`src/rtl/beep_driver.sv`:
```
// Purpose : turns a one-cycle start request into 0..2^NW-1 timed buzzer pulses (ON_CYC high, OFF_CYC low).
// Latency : buzz rises the cycle after start is accepted; done pulses n*ON_CYC+(n-1)*OFF_CYC+1 cycles after acceptance.
// Backpress: start is honoured only while ready=1; requests arriving while busy are dropped, not queued.
//
// Ports:
//   clk, rst_n   rising-edge clock, synchronous active-low reset
//   start/beeps  request strobe and beep count (beeps sampled only on an accepted start)
//   stop         abort of the running pattern (also vetoes a simultaneous start)
//   ready/busy   idle / pattern-in-progress, decoded from state
//   buzz         registered buzzer drive
//   done         registered one-cycle end-of-pattern pulse (completed or aborted)
module beep_driver #(
    parameter int ON_CYC  = 10,
    parameter int OFF_CYC = 10,
    parameter int CW      = 4,
    parameter int NW      = 4
) (
    input  logic          clk,
    input  logic          rst_n,
    input  logic          start,
    input  logic [NW-1:0] beeps,
    input  logic          stop,
    output logic          ready,
    output logic          busy,
    output logic          buzz,
    output logic          done
);

    typedef enum logic [1:0] {
        S_IDLE = 2'd0,
        S_ON   = 2'd1,
        S_GAP  = 2'd2,
        S_DONE = 2'd3
    } state_t;

    // Timers count down to zero inclusive, so a phase of N cycles loads N-1.
    // This lets a full 2^CW-cycle phase fit in a CW-bit timer.
    localparam logic [CW-1:0] ON_LOAD  = CW'(ON_CYC - 1);
    localparam logic [CW-1:0] OFF_LOAD = CW'(OFF_CYC - 1);

    state_t        state;
    logic [CW-1:0] timer;
    logic [NW-1:0] remaining;

    assign ready = (state == S_IDLE);
    assign busy  = ~ready;

    always_ff @(posedge clk) begin
        if (!rst_n) begin
            state     <= S_IDLE;
            timer     <= '0;
            remaining <= '0;
            buzz      <= 1'b0;
            done      <= 1'b0;
        end else begin
            case (state)
                S_IDLE: begin
                    buzz <= 1'b0;
                    done <= 1'b0;
                    // stop wins over a simultaneous start: the request is dropped
                    if (start && !stop) begin
                        remaining <= beeps;
                        if (beeps == '0) begin
                            state <= S_DONE;
                            done  <= 1'b1;
                        end else begin
                            state <= S_ON;
                            timer <= ON_LOAD;
                            buzz  <= 1'b1;
                        end
                    end
                end

                S_ON: begin
                    if (stop) begin
                        state <= S_DONE;
                        buzz  <= 1'b0;
                        done  <= 1'b1;
                    end else if (timer == '0) begin
                        // remaining<=1 also covers an impossible 0 so the count never wraps
                        if (remaining <= NW'(1)) begin
                            state <= S_DONE;
                            buzz  <= 1'b0;
                            done  <= 1'b1;
                        end else begin
                            remaining <= remaining - NW'(1);
                            state     <= S_GAP;
                            timer     <= OFF_LOAD;
                            buzz      <= 1'b0;
                        end
                    end else begin
                        timer <= timer - CW'(1);
                    end
                end

                S_GAP: begin
                    if (stop) begin
                        state <= S_DONE;
                        buzz  <= 1'b0;
                        done  <= 1'b1;
                    end else if (timer == '0) begin
                        state <= S_ON;
                        timer <= ON_LOAD;
                        buzz  <= 1'b1;
                    end else begin
                        timer <= timer - CW'(1);
                    end
                end

                S_DONE: begin
                    // single-cycle pulse, then back to idle regardless of inputs
                    state <= S_IDLE;
                    buzz  <= 1'b0;
                    done  <= 1'b0;
                end

                default: begin
                    state <= S_IDLE;
                    buzz  <= 1'b0;
                    done  <= 1'b0;
                end
            endcase
        end
    end

endmodule

```
`config.mk`:
```
export PLATFORM = sky130hd
export DESIGN_NAME = beep_driver
export DESIGN_NICKNAME = d
export VERILOG_FILES = /design/src/rtl/beep_driver.sv
export SDC_FILE = /design/constraint.sdc
export NUM_CORES = 1
export LEC_CHECK = 0
export BUFFER_PORTS_ARGS = -buffer_cell sky130_fd_sc_hd__buf_2
export CORE_MARGIN = 4
export CORE_UTILIZATION = 60
export CTS_CLUSTER_DIAMETER = 40
export DETAILED_ROUTE_END_ITERATION = 8
export PLACE_DENSITY_LB_ADDON = 0.08
export SETUP_SLACK_MARGIN = 0.1
export SLEW_MARGIN = 20
export SYNTH_ARGS = -nofsm -noshare
export SYNTH_HDL_FRONTEND = slang
export SYNTH_SLANG_ARGS = --single-unit
```
`constraint.sdc`:
```
create_clock -name clk -period 3.24 [get_ports clk]
set_clock_uncertainty 0.05 [all_clocks]
set_input_delay 0.162 -clock clk [delete_from_list [all_inputs] [get_ports clk]]
set_output_delay 0.162 -clock clk [all_outputs]
set_load 0.05 [all_outputs]
```
==> results.cfg <==
[outcome]
run_status = completed

[global_routing]
globalRouteTotalUtil_pct = 22.1
grt_start_max_net_pins = 17
grt_pass1_vias = 768
grt.overflow.total = 0
initial_antenna_violation_count = 0
grt_first_pass_wirelength_um = 3490

[clock_tree]
cts_setup_buffers = 0
post_cts_resized = 0
tritoncts_clock_tree = yes
postCtsHoldBufs = 0
h-tree-depth = 1
cts_bufs_inserted = 3
clk-insertion-delay-late_ns = 0.27
cts.sinks = 12
clk_root_buffer_cell = clkbuf_4
clkTransAtPathRegs_ns = 0.08
clock_path_buffers = 2

[pwr]
power_per_cell_area_nw_per_um2 = 488
max-vdd-ir-drop_mv = 0.379
cellLeakagePower_uw = 0.000423

[sta]
final-max-slew-violation-count = 0
timing.final.setup_violations = 0
hold_vio_cnt_final = 0
max_freq_mhz = 451
max_slew_margin_pct = 63.2
post-route-period-util_pct = 68.4
post-route-min-period_ns = 2.22
timing.setup.tns_ns = 0
layout_setup_ws_ns = 1.02
unrepaired_setup_endpoints_after_global_routing = no
tightest_slew_ns = 0.544

[critical_path]
criticalPathCategory = reg -> reg
critical_path.startpoint_type = register
critPathBufInv = 1
crit_arrival_ns = 2.33
r2r_depth = 6
end_kind = register
timing.critical_path.required_ns = 3.35
critical-path-slowest-cell = nor4bb_1
max_stage_delay_ns = 0.59
path_depth = 6
cp_cell_sequence = inv_1 > ha_1 > nor4bb_1 > and3_1 > nor3_1 > a32o_1
cp_top_family = simple AND/OR/NAND/NOR gates
worstPathMaxFanout = 16

[finish]
antenna_cells_inserted = 0
layout-drive-gt1-share_pct = 22.8
finish.net_count = 140
final_core_utilization_pct = 69.8
area.growth.synth_to_final_pct = 9.95

[synth]
ys_seq_elements = 12
synth-seq-area-share_pct = 25.1
ys.warnings.count = 0
post_synth_edffs = 0
unique_cell_type_count_in_the_yosys_netlist = 46
dominantRegCellSynth = dfxtp_1
async_reset_ff_share_pct = 0
post-synth-top-area-cell = dfxtp_1
syn_inst = 112
synth.cell_area_um2 = 956
synthDominantCellAreaShare_pct = 25.1
synth.area.top_cells = dfxtp_1, ha_1, inv_1
synth_commonest_cells = inv_1, dfxtp_1, ha_1
syn-mean-instance-area_um2 = 8.53
synth_nets = 128
post-synth-top-count-cell = inv_1

[route]
avgRoutedWirePerCell_um = 15.8
drc = 0
vias = 893
postRouteWirelength_um = 2190
drt_first_pass_iters = 4
via_per_inst = 6.42
drt_iter0_drc = 28
antenna_violating_nets_post_route = 0

[placed_design]
globalplace.congestion = 0.900
numPortBuffers = 11
dpl.hpwl_um = 1720
placement.setup.worst_slack_ns = 1.09

[floorplan]
rows = 14
die_h_um = 47.9
design.portCount = 12
fp.dieW_um = 47.9
area_of_the_placeable_core_um2 = 1510
floorplan.initialDensity_pct = 63.5
die_area_um2 = 2300

[worst_hold_path]
hold_path_depth = 2
timing.hold.worst.class = in -> reg

[run]
max_cap_violations = 0
cell families (layout without fill, tap and decap cells):
logic type	Yosys count	count (layout)	share of synthesized area, %
AO/OA/AOI/OAI	36	36	30.9
adder cells (fa/ha/maj)	8	8	10.5
buffers and inverters	17	28	6.81
flip-flops	12	12	25.1
multiplexers	4	4	4.32
AND/OR/NAND/NOR	35	35	22.4
layout make-up:
| type | count | area, um2 |
|---|---|---|
| Clock buffer | 4 | 36.3 |
| Fill cell | 124 | 455 |
| Inverter | 13 | 48.8 |
| Multi-Input combinational cell | 83 | 651 |
| Sequential cell | 12 | 240 |
| Tap cell | 16 | 20.0 |
| Timing Repair Buffer | 11 | 55.1 |
registers in the layout, indices dropped and copies added, names as in the netlist:
name and count:
state 2, buzz 1, done 1, timer 4
remaining 4
stage by stage:
stage / hold WS [ns] / total power [uW] / area [um2] / std cells
after floorplan: 0.323 / 353 / 956 / 112
after global placement: 0.392 / 394 / 1010 / 135
after detailed placement: 0.427 / 398 / 1010 / 135
after CTS: 0.176 / 516 / 1050 / 139
after global routing: 0.172 / 549 / 1050 / 139
final: 0.188 / 513 / 1050 / 139
per-layer routing:
metal | vias to the layer above | share of wire [%] | GRT usage (%)
met5 | - | 0 | 0
met4 | 0 | 1.3 | 6.45
met3 | 4 | 7.6 | 7.52
met2 | 29 | 47 | 34.8
met1 | 408 | 44 | 28.4
li1 | 452 | - | -
where the power goes:
group	leakage (uW)	switching [uW]	total, uW	internal, uW
clock	0.0000210	48.6	117	68.3
sequential	0.0000979	14.7	177	162
combinational	0.000304	136	219	83.2
final timing paths:
kind	slack [ns]	from	end
min reg2reg	0.43	buzz$_SDFFE_PN0P_	buzz$_SDFFE_PN0P_
max reg2reg	1.02	state[1]$_SDFFE_PN0P_	timer[3]$_SDFFE_PN0P_
min	0.19	rst_n	state[0]$_SDFFE_PN0P_
max	1.02	state[1]$_SDFFE_PN0P_	timer[3]$_SDFFE_PN0P_
layout by cell type (no fill, tap or decap), types with 2 or more instances in the layout:
master	Yosys	layout
o21bai_1	2	2
o311ai_0	2	2
nand3b_1	2	2
clkbuf_4	0	3
a21oi_1	5	5
nand2_1	6	6
dfxtp_1	12	12
a31oi_1	4	4
or3_1	2	2
nor2b_1	2	2
nor3_1	2	2
or2_2	2	2
mux2i_1	3	3
a211oi_1	3	3
nor4b_1	3	3
nor2_1	6	6
inv_1	13	13
o21ai_0	4	4
a31o_2	2	2
buf_2	0	11
nor4_1	2	2
ha_1	8	8
(Power assumes the default switching activity.)
